## src/rtl/wb_rdwr_sched.sv

```systemverilog
// Two-port Wishbone pipelined scheduler: round-robin grant with a burst fairness limit.
// Define WBSCHED_TIMEOUT_EN to add a stuck-slave timeout that is reported as a bus error.
module wb_rdwr_sched #(
  parameter int unsigned AW         = 26,
  parameter int unsigned DW         = 32,
  parameter int unsigned LGMAXBURST = 4,
  parameter int unsigned LGOUT      = 5,
  parameter int unsigned LGTIMEOUT  = 10
) (
  input  logic            i_clk,
  input  logic            i_reset,
  input  logic            i_a_cyc,
  input  logic            i_a_stb,
  input  logic            i_a_we,
  input  logic [AW-1:0]   i_a_addr,
  input  logic [DW-1:0]   i_a_data,
  input  logic [DW/8-1:0] i_a_sel,
  output logic            o_a_ack,
  output logic            o_a_stall,
  output logic            o_a_err,
  input  logic            i_b_cyc,
  input  logic            i_b_stb,
  input  logic            i_b_we,
  input  logic [AW-1:0]   i_b_addr,
  input  logic [DW-1:0]   i_b_data,
  input  logic [DW/8-1:0] i_b_sel,
  output logic            o_b_ack,
  output logic            o_b_stall,
  output logic            o_b_err,
  output logic            o_wb_cyc,
  output logic            o_wb_stb,
  output logic            o_wb_we,
  output logic [AW-1:0]   o_wb_addr,
  output logic [DW-1:0]   o_wb_data,
  output logic [DW/8-1:0] o_wb_sel,
  input  logic            i_wb_ack,
  input  logic            i_wb_stall,
  input  logic            i_wb_err,
  output logic [1:0]      o_owner
);

  typedef enum logic [1:0] {IDLE, GNT_A, GNT_B, DRAIN} state_t;

  localparam logic [LGMAXBURST:0] BURST_MAX = {1'b1, {LGMAXBURST{1'b0}}};

  state_t            state_q, state_d;
  logic              lastb_q, lastb_d;
  logic [LGOUT-1:0]  out_q, out_d;
  logic [LGMAXBURST:0] burst_q, burst_d;
  logic              err_q, err_d;

  logic own_b, own_cyc, own_stb, oth_cyc, in_gnt, full, preempt;
  logic cyc_raw, accept, ack_in, buserr, own_stall, to_fire;

  // The last-owner flag is updated on every grant, so it also names the current owner.
  always_comb begin
    in_gnt  = (state_q == GNT_A) || (state_q == GNT_B);
    own_b   = lastb_q;
    own_cyc = own_b ? i_b_cyc : i_a_cyc;
    own_stb = own_b ? i_b_stb : i_a_stb;
    oth_cyc = own_b ? i_a_cyc : i_b_cyc;
    full    = &out_q;
    preempt = in_gnt && oth_cyc && (burst_q == BURST_MAX);

    cyc_raw = 1'b0;
    if (!err_q) begin
      if (in_gnt)               cyc_raw = own_cyc;
      else if (state_q == DRAIN) cyc_raw = own_cyc && (out_q != '0);
    end

    o_wb_cyc  = cyc_raw;
    o_wb_stb  = cyc_raw && in_gnt && own_stb && !preempt && !full;
    o_wb_we   = own_b ? i_b_we   : i_a_we;
    o_wb_addr = own_b ? i_b_addr : i_a_addr;
    o_wb_data = own_b ? i_b_data : i_a_data;
    o_wb_sel  = own_b ? i_b_sel  : i_a_sel;

    accept = o_wb_stb && !i_wb_stall;
    ack_in = cyc_raw && i_wb_ack;
    buserr = cyc_raw && (i_wb_err || to_fire);

    own_stall = !in_gnt || err_q || i_wb_stall || preempt || full;

    o_a_ack   = ack_in && !own_b;
    o_b_ack   = ack_in && own_b;
    o_a_err   = buserr && !own_b;
    o_b_err   = buserr && own_b;
    o_a_stall = own_b ? 1'b1 : own_stall;
    o_b_stall = own_b ? own_stall : 1'b1;

    case (state_q)
      GNT_A:   o_owner = 2'b01;
      GNT_B:   o_owner = 2'b10;
      DRAIN:   o_owner = lastb_q ? 2'b10 : 2'b01;
      default: o_owner = 2'b00;
    endcase
  end

  always_comb begin
    state_d = state_q;
    lastb_d = lastb_q;
    err_d   = buserr;

    out_d = out_q;
    if (accept && !ack_in)
      out_d = out_q + 1'b1;
    else if (!accept && ack_in && (out_q != '0))
      out_d = out_q - 1'b1;
    // Errors and a dropped owner cycle abandon everything in flight.
    if (buserr || !own_cyc || (state_q == IDLE))
      out_d = '0;

    burst_d = burst_q;
    if (accept && (burst_q != BURST_MAX))
      burst_d = burst_q + 1'b1;

    case (state_q)
      IDLE: begin
        if (i_a_cyc && (!i_b_cyc || lastb_q)) begin
          state_d = GNT_A;
          lastb_d = 1'b0;
          burst_d = '0;
        end else if (i_b_cyc) begin
          state_d = GNT_B;
          lastb_d = 1'b1;
          burst_d = '0;
        end
      end
      GNT_A, GNT_B: begin
        if (!own_cyc)
          state_d = IDLE;
        else if (preempt)
          state_d = DRAIN;
      end
      DRAIN: begin
        if (out_d == '0) begin
          if (oth_cyc) begin
            state_d = own_b ? GNT_A : GNT_B;
            lastb_d = !lastb_q;
            burst_d = '0;
          end else begin
            state_d = IDLE;
          end
        end
      end
      default: state_d = IDLE;
    endcase
  end

  always_ff @(posedge i_clk or posedge i_reset) begin
    if (i_reset) begin
      state_q <= IDLE;
      lastb_q <= 1'b1;
      out_q   <= '0;
      burst_q <= '0;
      err_q   <= 1'b0;
    end else begin
      state_q <= state_d;
      lastb_q <= lastb_d;
      out_q   <= out_d;
      burst_q <= burst_d;
      err_q   <= err_d;
    end
  end

`ifdef WBSCHED_TIMEOUT_EN
  logic [LGTIMEOUT-1:0] to_q, to_d;

  assign to_fire = &to_q;

  always_comb begin
    to_d = to_q + 1'b1;
    if (ack_in || (out_d == '0) || (state_d != state_q))
      to_d = '0;
  end

  always_ff @(posedge i_clk or posedge i_reset) begin
    if (i_reset) to_q <= '0;
    else         to_q <= to_d;
  end
`else
  logic [31:0] unused_lgtimeout;
  assign unused_lgtimeout = LGTIMEOUT;
  assign to_fire = 1'b0;
`endif

endmodule

```

## config.mk

```make
export PLATFORM = sky130hd
export DESIGN_NAME = wb_rdwr_sched
export DESIGN_NICKNAME = d
export VERILOG_FILES = /design/src/rtl/wb_rdwr_sched.sv
export SDC_FILE = /design/constraint.sdc
export NUM_CORES = 1
export LEC_CHECK = 0
export BUFFER_PORTS_ARGS = -buffer_cell sky130_fd_sc_hd__buf_2
export CAP_MARGIN = 25
export CELL_PAD_IN_SITES_DETAIL_PLACEMENT = 1
export CELL_PAD_IN_SITES_GLOBAL_PLACEMENT = 2
export CORE_MARGIN = 1
export CORE_UTILIZATION = 19
export DETAILED_ROUTE_END_ITERATION = 8
export HOLD_SLACK_MARGIN = 0.05
export MAX_ROUTING_LAYER = met4
export PLACE_DENSITY_LB_ADDON = 0.1
export REMOVE_ABC_BUFFERS = 1
export SLEW_MARGIN = 5
export SYNTH_ARGS = -nofsm -noshare
export SYNTH_HDL_FRONTEND = slang
export SYNTH_SLANG_ARGS = --single-unit
```

## constraint.sdc

```tcl
create_clock -name i_clk -period 4.6 [get_ports i_clk]
set_clock_uncertainty 0.2 [all_clocks]
set_input_delay 0.46 -clock i_clk [delete_from_list [all_inputs] [get_ports i_clk]]
set_output_delay 0.46 -clock i_clk [all_outputs]
set_load 0.05 [all_outputs]
```

-- Word-level counts from Yosys, hierarchy flattened
Cells that the tools add are included.
- register bits: 14
- bits of input ports: 135
- output and inout bits: 73
- add/sub/neg operators: 3
- equal/unequal tests: 9
- mux-type cells: 36
- reductions and logical operators: 44
- operators by type and width (operator ; number):
    two-way mux 5 bit ; 8
    two-way mux 32 bit ; 1
    two-way mux 26 bit ; 1
    logical AND 1 bit ; 19
    two-way mux 2 bit ; 8
    two-way mux 1 bit ; 13
    case mux 2 bit (3 select lines) ; 2
    adder 5 x 1 -> 5 bit, second input constant ; 2
    case mux 5 bit (2 select lines) ; 1
    zero test 1 bit ; 9
    logical OR 1 bit ; 8
    == test 5 bit, second input constant ; 1
    zero test 5 bit ; 1
    != test 5 bit, second input constant ; 1
    AND reduction 5 bit ; 1
    nonzero test 5 bit ; 1
    subtractor 5 x 1 -> 5 bit, second input constant ; 1
    == test 2 bit, second input constant ; 2
    two-way mux 4 bit ; 1
    AND reduction 4 bit ; 1
    != test 3 x 2 -> 1 bit, second input constant ; 1
    != test 3 bit, second input constant ; 1
    AND reduction 3 bit ; 1
    == test 2 x 1 -> 1 bit, second input constant ; 1
    other kinds (6) ; 6

-- Longest topological paths before layout
Gate-level depths: netlist of run 1.
- depth in word-level cells: 19
- gate-level depth with buffers: 12
- mapped depth without buffers: 11

-- Worst setup path before layout of run 1
No wires, ideal clock.
- kind: register to register
- from: reg state_q[0]
- to: reg state_q[0]
- setup time: 0.079 ns
- data arrival time: 3.163 ns
- required time: 4.321 ns
- setup slack: 1.158 ns
- cell stages (with the launch flop): 11
- path buffers: 0
- clock period less this slack: 3.442 ns
- cell sequence: dfrtp_1 > inv_1 > ha_1 > o21bai_2 > a211oi_2 > and2_2 > nor3_1 > a31o_1 > a211o_4 > a221oi_2 > a2bb2oi_1
- elaborated cells between the ends (all ways): 35
- classes of those cells: eq/ne (6); mux (7); reduce/logical (22)
- RTL lines (what ; RTL line ; RTL):
    start, declared ; 46 ; state_t state_q, state_d;
    start signal, assigned ; 158 ; state_q <= state_d;
    == test 2 bit (tied with other cells) ; 68 ; else if (state_q == DRAIN) cyc_raw = own_cyc && (out_q != '0);
    two-way mux 1 bit or logical OR 1 bit (tied branches) ; 68, 57 ;
    two-way mux 1 bit (*) ; 67 ; if (in_gnt) cyc_raw = own_cyc;
    two-way mux 1 bit (*) ; 66 ; if (!err_q) begin
    via o_wb_cyc ; 30 ; output logic o_wb_cyc,
    logical AND 1 bit (*) ; 80 ; buserr = cyc_raw && (i_wb_err || to_fire);
    via buserr ; 53 ; logic cyc_raw, accept, ack_in, buserr, own_stall, to_fire;
    logical OR 1 bit (*) (2 in a row) ; 110 ; if (buserr || !own_cyc || (state_q == IDLE))
    two-way mux 5 bit (*) ; 110 ;
    zero test 5 bit (*) ; 136 ; if (out_d == '0) begin
    != test 2 x 1 -> 1 bit (no line) (*) ; - ;
    AND reduction 3 bit (no line) (*) ; - ;
The timed path passes the listed nets; every way through them passes the cells marked *.
A chain may end at the register's enable or synchronous reset.

-- Worst setup path in the final report of run 1
- from: reg state_q[1]
- to: reg state_q[0]
- longest elaborated chain between the ends: 18
- elaborated cells between the ends (all ways): 35
- classes of those cells: eq/ne (6); mux (7); reduce/logical (22)
- ends and longest elaborated chain (what ; RTL line ; RTL):
    == test 2 bit (tied with other cells) ; 68, 117 ;
    two-way mux 1 bit or logical OR 1 bit (tied branches) ; 68, 57 ;
    two-way mux 1 bit ; 67 ;
    two-way mux 1 bit ; 66 ;
    logical AND 1 bit (4 in a row) ; 72 ; o_wb_stb = cyc_raw && in_gnt && own_stb && !preempt && !full;
    logical AND 1 bit ; 78 ; accept = o_wb_stb && !i_wb_stall;
    zero test 1 bit ; 107 ; else if (!accept && ack_in && (out_q != '0))
    logical AND 1 bit (2 in a row) ; 107 ;
    two-way mux 5 bit ; 107 ;
    two-way mux 5 bit ; 105 ; if (accept && !ack_in)
    two-way mux 5 bit ; 110 ;
    zero test 5 bit ; 136 ;
    != test 2 x 1 -> 1 bit (no line) ; - ;
    AND reduction 3 bit (no line) ; - ;
Several ways; a longest one is shown, not always the timed one.

==> flow_summary.toml, run 1 <==
[synthesis]
synth_cell_types = 52
ys.warnings.count = 0
syn_avg_cell_area_um2 = 9.37
ys_dominant_reg_cell = "dfrtp_1"
syn-cell-area_um2 = 2040
ys_ff_latch = 14
ys_seq_area_share_pct = 17.2
synthArstFlopShare_pct = 100
syn_inst = 218
synth_edf_count = 0

[placement]
place_ws_ns = 1.26
dpl.hpwl_um = 8430
port_buffers = 207
gp_congestion = 0.756
dpl.cell_count = 549

[setup_path]
cp_max_fo = 9
worst_setup_path_end_kind = "flip-flop"
reg2reg_depth = 10
crit_path_start_kind = "flip-flop"
cp.arrival_ns = 3.36
path_class = "reg2reg"
worstPathRequired_ns = 4.57

[global_routing]
antenna_found_initial = 2
gr-total-overflow = 0
grt_max_degree = 72
grt_pass1_vias = 2684
gr-usage-all-layers_pct = 17.6
grt_pass1_wl_um = 14600

[timing]
clock.fmax_mhz = 296
fin_crit_sh_pct = 73.5
rsz0062_at_grt = "no"
hold_viol = 0
setup_slack_ns = 1.22
tns_ns = 0
worst_slew_pin_slew_ns = 0.875
min_period_ns = 3.38
relSlewSlack_pct = 41.7
setup_viol = 0
finalMaxSlewViolations = 0

[floorplan]
dieArea_um2 = 11200
die_width_um = 106
initial_utilization_pct = 19.7
die_y_um = 106
io_pins = 208
core_area_um2 = 10400
row_count = 37

[run]
maxCapViolations = 0

[clock_tree]
holdBufCountCts = 0
post_cts_buffers = 0
cts.sinks = 14
cts_made_buffers = 3
cts_root_buffer = "clkbuf_8"
cts_resized = 0
cts_tree = "done"
h-tree-depth = 1
cts_buffer_depth = 2
clkTransAtPathRegs_ns = 0.07
clk_latency_ns = 0.25

[power_and_ir_drop]
worst_ir_drop_vdd_v = 0.000252
power.density_nw_per_um2 = 659
p_leak_uw = 0.00168
total_power_uw = 2140

[final_layout]
final_cells = 555
syn2layout_area_growth_pct = 59.3
nFillCells = 1314
nets = 561
drive_gt1_share_pct = 69.5
post-route-util_pct = 31.4

[route]
dr.pass1.iters = 4
drt_iter0_drc = 66
ant_nets = 0
route.vias.total = 2480
drc = 0
vias_per_cell = 4.47
routed_wl_um = 9710
wl_per_cell_um = 17.5

[hold_path]
hp-class = "in2async"

[run_status]
outcome = "finished clean"
-- cell families after synthesis --
group,count (synthesis),share of synthesized area (%)
muxes,72,39.6
xor gates and xnor gates,7,3.00
DFF,14,17.2
buffers and inverters,27,5.64
AOI/OAI and AO/OA,26,11.6
adders and majority gates,8,4.90
and+or+nand+nor,64,18.0
-- cell usage in the layout, fill, tap and decap left out, types with 2 or more instances in the layout --
cell       netlist  layout
nor2_1          12      12
a2bb2oi_1        3       3
xnor2_1          2       2
nor3_1           9       9
clkbuf_8         0       4
mux2i_1          5       5
dfrtp_1         13      13
nor4_1           4       4
buf_2            2     207
and3_1           4       4
nand4_1          3       3
o21ai_0          6       6
xor2_1           5       5
inv_1           14      14
mux2_2          65      65
mux2i_2          2       2
nand2b_1         3       3
nand2_1         12      12
o211ai_1         2       2
ha_1             8       8
nand3_1          4       4
nor4b_1          2       2
diode_2          0       2
-- worst paths after layout --
check	from	endpoint	slack, ns
max	state_q[1]$_DFFE_PP0P_	state_q[0]$_DFFE_PP0P_	1.22
min	i_reset	out_q[3]$_DFF_PP0_	0.06
max reg2reg	state_q[1]$_DFFE_PP0P_	state_q[0]$_DFFE_PP0P_	1.22
min reg2reg	burst_q[4]$_DFF_PP0_	burst_q[4]$_DFF_PP0_	0.41
max in group asynchronous	i_reset	out_q[0]$_DFF_PP0_	3.76
min in group i_clk	i_wb_err	err_q$_DFF_PP0_	0.29
-- state kept, by name (all words and copies together) (netlist names) --
name / count
lastb_q: 1
burst_q: 5
out_q: 5
state_q: 2
err_q: 1
-- final cells by class --
cell class	count	area, um2	share of cell area, %
multi-input combinational	177	1580	48.4
timing repair buffer	208	1040	32.1
sequential	14	352	10.8
tap	136	170	5.23
clock buffer	4	55.1	1.69
inverter	14	52.6	1.62
antenna	2	5.00	0.154
-- critical path, cell delays in order, from the launching register on --
cell and delay [ns]:
dfrtp_1 0.42, inv_1 0.08, ha_1 0.47, o21bai_2 0.21, nor4b_1 0.58, nand4b_1 0.14, o21ai_0 0.15, xor2_1 0.14
a211o_4 0.40, a221oi_2 0.31, a2bb2oi_1 0.19
-- report_power, final --
| part | switching [uW] | internal [uW] | leakage [uW] |
|---|---|---|---|
| Combinational | 1290 | 553 | 0.00146 |
| Clock | 51.4 | 76.0 | 0.0000288 |
| Sequential | 26.2 | 148 | 0.000188 |
| Total | 1370 | 778 | 0.00168 |
-- metal layers --
metal	share of wire, %	GRT usage, %	vias to the layer above	wire, um
li1	-	-	1202	-
met1	39	18.9	1174	3780
met3	8.0	5.19	10	779
met2	52	31.6	94	5020
met4	1.3	4.17	0	131
met5	0	-	-	0
-- synth_stat cells, types with 4 or more instances --
cell type  number  share of area (%)
mux2_2         65                 36
inv_1          14                2.6
dfrtp_1        13                 16
nand2_1        12                2.2
nor2_1         12                2.2
nor3_1          9                2.2
ha_1            8                4.9
clkbuf_1        7                1.3
o21ai_0         6                1.5
mux2i_1         5                2.5
xor2_1          5                2.1
and3_1          4                1.2
nand3_1         4               0.98
nor4_1          4                1.2
-- metrics by stage --
step / instance area, um2 / hold WS [ns]
after global placement: 3190 / 0.364
after floorplan: 1980 / 0.149
after detailed placement: 3190 / 0.357
after global routing: 3250 / 0.116
final: 3250 / 0.0586
after CTS: 3250 / 0.0862
Power figures use the tool's default switching activity.
==> run 2, diff against run 1 <==
- CORE_UTILIZATION: 19 -> 16
- clock period: 4.6 -> 2.95 ns (I/O delays scaled with it)
==> run 2 against run 1 <==
Effect of this change: the run now ends with negative setup slack left; highest routed layer unchanged; non-clock buffer count increased by 35; via count increased by 5.8%; worst setup slack got worse by 1.3 ns; utilization decreased by 1.4 points; fmax increased by 12%; sequential share of layout area decreased by 1.2 points; first-iteration DRC count decreased by 15%; critical path depth increased by 2.
==> flow_summary.toml, run 2 (synthesis gave the netlist of run 1 again) <==
[timing]
finalMaxSlewViolations = 0
hold_viol = 0
fin_crit_sh_pct = 102
relSlewSlack_pct = 57.9
setup_viol = 8
setup_slack_ns = -0.0697
worst_slew_pin_slew_ns = 0.631
min_period_ns = 3.02
clock.fmax_mhz = 331
rsz0062_at_grt = "yes"

[power_and_ir_drop]
power.density_nw_per_um2 = 1020
worst_ir_drop_vdd_v = 0.000395
p_leak_uw = 0.00185

[setup_path]
cp_slowest_stage_delay_ns = 0.40
crit_path_start_kind = "flip-flop"
path_class = "reg2reg"
r2r_slack_ns = -0.07
cp_max_fo = 6
reg2reg_depth = 12
worstPathCellList = "ha_2, and3_4, ha_4, and2b_2, o2111ai_4, mux2i_2, a211oi_2, a31o_1, a211o_4, nor4_4, buf_4, nor3_1"
cp.arrival_ns = 2.92
cpMaxStageDelayCell = "dfrtp_1"
worst_setup_path_end_kind = "flip-flop"
reg2reg_to = "burst_q[4]$_DFF_PP0_"
worstPathRequired_ns = 2.85
reg2reg_from = "out_q[1]$_DFF_PP0_"

[floorplan]
io_pins = 208
die_y_um = 115
row_count = 40
core_area_um2 = 12200
die_width_um = 115
dieArea_um2 = 13200
initial_utilization_pct = 16.7

[route]
routed_wl_um = 10700
drt_iter0_drc = 56
route.vias.total = 2623
wl_per_cell_um = 17.2
dr.pass1.iters = 4
ant_nets = 0
drc = 0
vias_per_cell = 4.22

[hold_path]
hold-path-cell-count = 2
hold_end = "err_q$_DFF_PP0_"
hp-class = "in2reg"
holdCritStartpoint = "i_wb_err"

[clock_tree]
cts_buffer_depth = 2
clkTransAtPathRegs_ns = 0.05
cts_root_buffer = "clkbuf_16"
cts_made_buffers = 3
h-tree-depth = 1
cts_tree = "done"
clk_latency_ns = 0.24
cts.sinks = 14

[placement]
place_area_um2 = 3450
gp_congestion = 0.740
dpl.hpwl_um = 9460
port_buffers = 207
dpl.cell_count = 610

[final_layout]
nFillCells = 1534
post-route-util_pct = 30.0
syn2layout_area_growth_pct = 79.3
top_regs = "burst_q: 5 flops, out_q: 5 flops, state_q: 2 flops"
nets = 596
layout_commonest_cell = "buf_2"
final_cells = 621
design_area_um2 = 3660
multiInputGateArea_um2 = 1650
seqCellArea_um2 = 352
layout_common_cells = "buf_2 (207), mux2_2 (65), buf_4 (35)"
drive_gt1_share_pct = 74.1

[global_routing]
gr-usage-all-layers_pct = 16.8
grt_pass1_wl_um = 16200
grt_pass1_vias = 2883
gr-total-overflow = 0
grt_max_degree = 53
antenna_found_initial = 1

[run_status]
violations = "negative setup slack"
outcome = "finished, violations left"

[run]
maxCapViolations = 0
==> run 2: cell count changes in the layout (fill, tap and decap cells not counted), sizes merged <==
| cell | delta |
|---|---|
| dlygate4sd3 | +1 |
| buf | +34 |
| diode | -1 |
==> run 2: metrics by stage <==
step	total power, uW	worst slack [ns]	setup TNS, ns	hold slack, ns
after floorplan	2500	-1.15	-14.65	-0.0165
after global placement	3390	-0.0794	-0.503	0.188
after detailed placement	3380	-0.219	-1.37	0.189
after CTS	3750	-0.102	-0.533	0.153
after global routing	3950	-0.238	-1.75	0.167
final	3740	-0.0697	-0.439	0.150
==> run 2: per-layer routing <==
layer | global-route usage, % | wire length (um)
met1 | 18.1 | 4080
met3 | 3.48 | 613
met4 | 2.08 | 52
met5 | - | 0
met2 | 32.1 | 5940
==> run 2: critical path: cells and delay by family, from the launching register on <==
kind | cells | cell delay (ns)
compound gates | 4 | 0.81
fa+ha+maj | 2 | 0.35
buf+inv | 1 | 0.17
flops | 1 | 0.40
mux | 1 | 0.27
simple gates | 4 | 0.65
==> run 2: what timing repair did <==
item | 4_1_cts | 5_1_grt
endpoints found under the hold margin | 13 | 0
endpoints found under the setup margin | 8 | 8
setup buffers | 3 | 2
hold buffers | 1 | 0
gates cloned | 0 | 0
pin swaps | 13 | 2
resized for setup | 11 | 2
==> run 2: worst max-delay path by stage <==
stage	start	end	slack, ns
global route	out_q[1]$_DFF_PP0_	burst_q[2]$_DFF_PP0_	-0.24
floorplan	lastb_q$_DFFE_PP1P_	state_q[0]$_DFFE_PP0P_	-1.15
finish	out_q[1]$_DFF_PP0_	burst_q[4]$_DFF_PP0_	-0.07
global placement	out_q[0]$_DFF_PP0_	burst_q[1]$_DFF_PP0_	-0.08
CTS	out_q[1]$_DFF_PP0_	burst_q[4]$_DFF_PP0_	-0.10
detailed placement	out_q[0]$_DFF_PP0_	state_q[1]$_DFFE_PP0P_	-0.22
==> run 2: power by group <==
group	switching, uW	internal, uW	leakage [uW]
Sequential	31.2	232	0.000188
Combinational	2110	1080	0.00162
Clock	80.1	205	0.0000442
Total	2220	1520	0.00185
==> run 2: final cells by class <==
type,count,area share [%]
Multi-Input combinational cell,177,45.0
Timing Repair Buffer,243,35.7
Sequential cell,14,9.60
Tap cell,168,5.74
Clock buffer,4,2.43
Inverter,14,1.44
Antenna cell,1,0.0684
==> run 3, diff against run 2 <==
- CORE_ASPECT_RATIO: default -> 1.1
- CORE_UTILIZATION: 16 -> 19
- clock period: 2.95 -> 3.6 ns (I/O delays scaled with it)
==> run 3 against run 2 <==
Effect of this change: the flow now finishes without violations; sequential power down 13%; largest power group unchanged; cell count down 8.9%; highest routed layer unchanged; sequential cell count unchanged; hold slack better by 0.064 ns; non-clock buffer count down 30; first-iteration DRC count up 21%.
==> flow_summary.toml, run 3 (synthesis gave the netlist of run 1 again) <==
[setup_path]
reg2reg_depth = 10
cp_max_fo = 9
cp_slowest_stage_delay_ns = 0.44
cpMaxStageDelayCell = "o21bai_2"
cp.arrival_ns = 3.17
worstPathCellList = "inv_1, ha_1, o21bai_2, nor2_1, and4b_1, nand2b_1, a31o_1, a211o_4, nor4_4, nor3_1"
crit_path_start_kind = "flip-flop"
path_class = "reg2reg"
worstPathRequired_ns = 3.50
worst_setup_path_end_kind = "flip-flop"

[timing]
tns_ns = 0
hold_viol = 0
setup_viol = 0
finalMaxSlewViolations = 0
rsz0062_at_grt = "no"
worst_slew_pin_slew_ns = 0.709
clock.fmax_mhz = 306
fin_crit_sh_pct = 90.8
min_period_ns = 3.27
setup_slack_ns = 0.332
relSlewSlack_pct = 51.8

[floorplan]
core_area_um2 = 10400
die_width_um = 101
row_count = 39
dieArea_um2 = 11200
die_y_um = 111
io_pins = 208
initial_utilization_pct = 19.6

[final_layout]
layout_common_cells = "buf_2 (207), mux2_2 (65), inv_1 (14)"
drive_gt1_share_pct = 69.7
design_area_um2 = 3330
nets = 566
top_regs = "burst_q: 5 flops, out_q: 5 flops, state_q: 2 flops"
layout_commonest_cell = "buf_2"
nFillCells = 1330
syn2layout_area_growth_pct = 63.1
final_cells = 566

[power_and_ir_drop]
p_switching_uw = 1750
seqPwrFrac_pct = 8.2
power.density_nw_per_um2 = 844
p_clk_share_pct = 7.8
combPwrFrac_pct = 84.1
switching_share_pct = 62.3
p_leak_uw = 0.00171
internal-power_uw = 1060
total_power_uw = 2810
worst_ir_drop_vdd_v = 0.000308

[route]
vias_per_cell = 4.35
routed_wl_um = 9720
drc = 0
wl_per_cell_um = 17.2
ant_nets = 0
route.vias.total = 2463
drt_iter0_drc = 68
dr.pass1.iters = 4

[run]
maxCapViolations = 0

[global_routing]
grt_max_degree = 39
antenna_found_initial = 1
gr-total-overflow = 0
grt_pass1_wl_um = 14800
grt_pass1_vias = 2561
gr-usage-all-layers_pct = 18.1

[clock_tree]
cts_root_buffer = "clkbuf_16"
cts.sinks = 14
h-tree-depth = 1
cts_buffer_depth = 2
cts_tree = "done"
post_cts_buffers = 0
cts_made_buffers = 3
clkTransAtPathRegs_ns = 0.05
clk_latency_ns = 0.25

[placement]
dpl.hpwl_um = 8580
place_ws_ns = 0.287
gp_congestion = 0.797
dpl.cell_count = 560
place_area_um2 = 3230
port_buffers = 207

[hold_path]
hp-class = "in2reg"
hold-path-cell-count = 2

[run_status]
outcome = "finished clean"
==> run 3: cell type report <==
cell class                      instances  area [um2]  area share [%]
Multi-Input combinational cell        177        1580            47.5
Sequential cell                        14         352            10.6
Inverter                               14        52.6            1.58
Timing Repair Buffer                  213        1080            32.5
Antenna cell                            1        2.50          0.0752
Tap cell                              143         179            5.37
Clock buffer                            4        78.8            2.37
==> run 3: final timing paths <==
check                                       start                   end  slack (ns)
max                        state_q[0]$_DFFE_PP0P_  burst_q[1]$_DFF_PP0_        0.33
min                                      i_wb_err       err_q$_DFF_PP0_        0.21
max reg2reg                state_q[0]$_DFFE_PP0P_  burst_q[1]$_DFF_PP0_        0.33
min reg2reg                  burst_q[4]$_DFF_PP0_  burst_q[4]$_DFF_PP0_        0.41
max in group asynchronous                 i_reset    out_q[0]$_DFF_PP0_        2.30
min in group asynchronous                 i_reset    out_q[4]$_DFF_PP0_        0.52
==> run 3: layer usage <==
metal | track usage [%] | part of all wire, % | vias up
met1 | 19.2 | 37 | 1156
li1 | - | - | 1211
met4 | 2.61 | 0.57 | 0
met2 | 33.7 | 55 | 92
met3 | 4.73 | 7.3 | 4
met5 | - | 0 | -
==> run 3: power groups by stage <==
| stage | registers (uW) | logic, uW | clock network (uW) |
|---|---|---|---|
| floorplan | 320 | 1730 | 0 |
| global placement | 229 | 2370 | 0 |
| detailed placement | 232 | 2380 | 0 |
| CTS | 230 | 2380 | 225 |
| global route | 236 | 2490 | 230 |
| finish | 229 | 2360 | 219 |
==> run 3: repair_timing <==
item                                    4_1_cts  5_1_grt
hold buffers                                  1        0
gates resized for setup                       0        1
hold endpoints to repair                     13        0
endpoints found under the setup margin        0        7
==> run 3: critical path, delay by kind of cell, from the launching register on <==
kind,cells,cell delay (ns)
AO/OA/AOI/OAI,3,0.96
adder cells (fa/ha/maj),1,0.43
buffers and inverters,1,0.08
flip-flops,1,0.41
AND/OR/NAND/NOR,5,1.05
==> run 3: through the flow <==
stage | util, % | hold WS [ns]
2_1_floorplan | - | 0.0485
3_3_place_gp | 30.9 | 0.260
3_5_place_dp | 30.9 | 0.268
4_1_cts | 31.8 | 0.220
5_1_grt | 31.9 | 0.230
6_report | 31.9 | 0.215
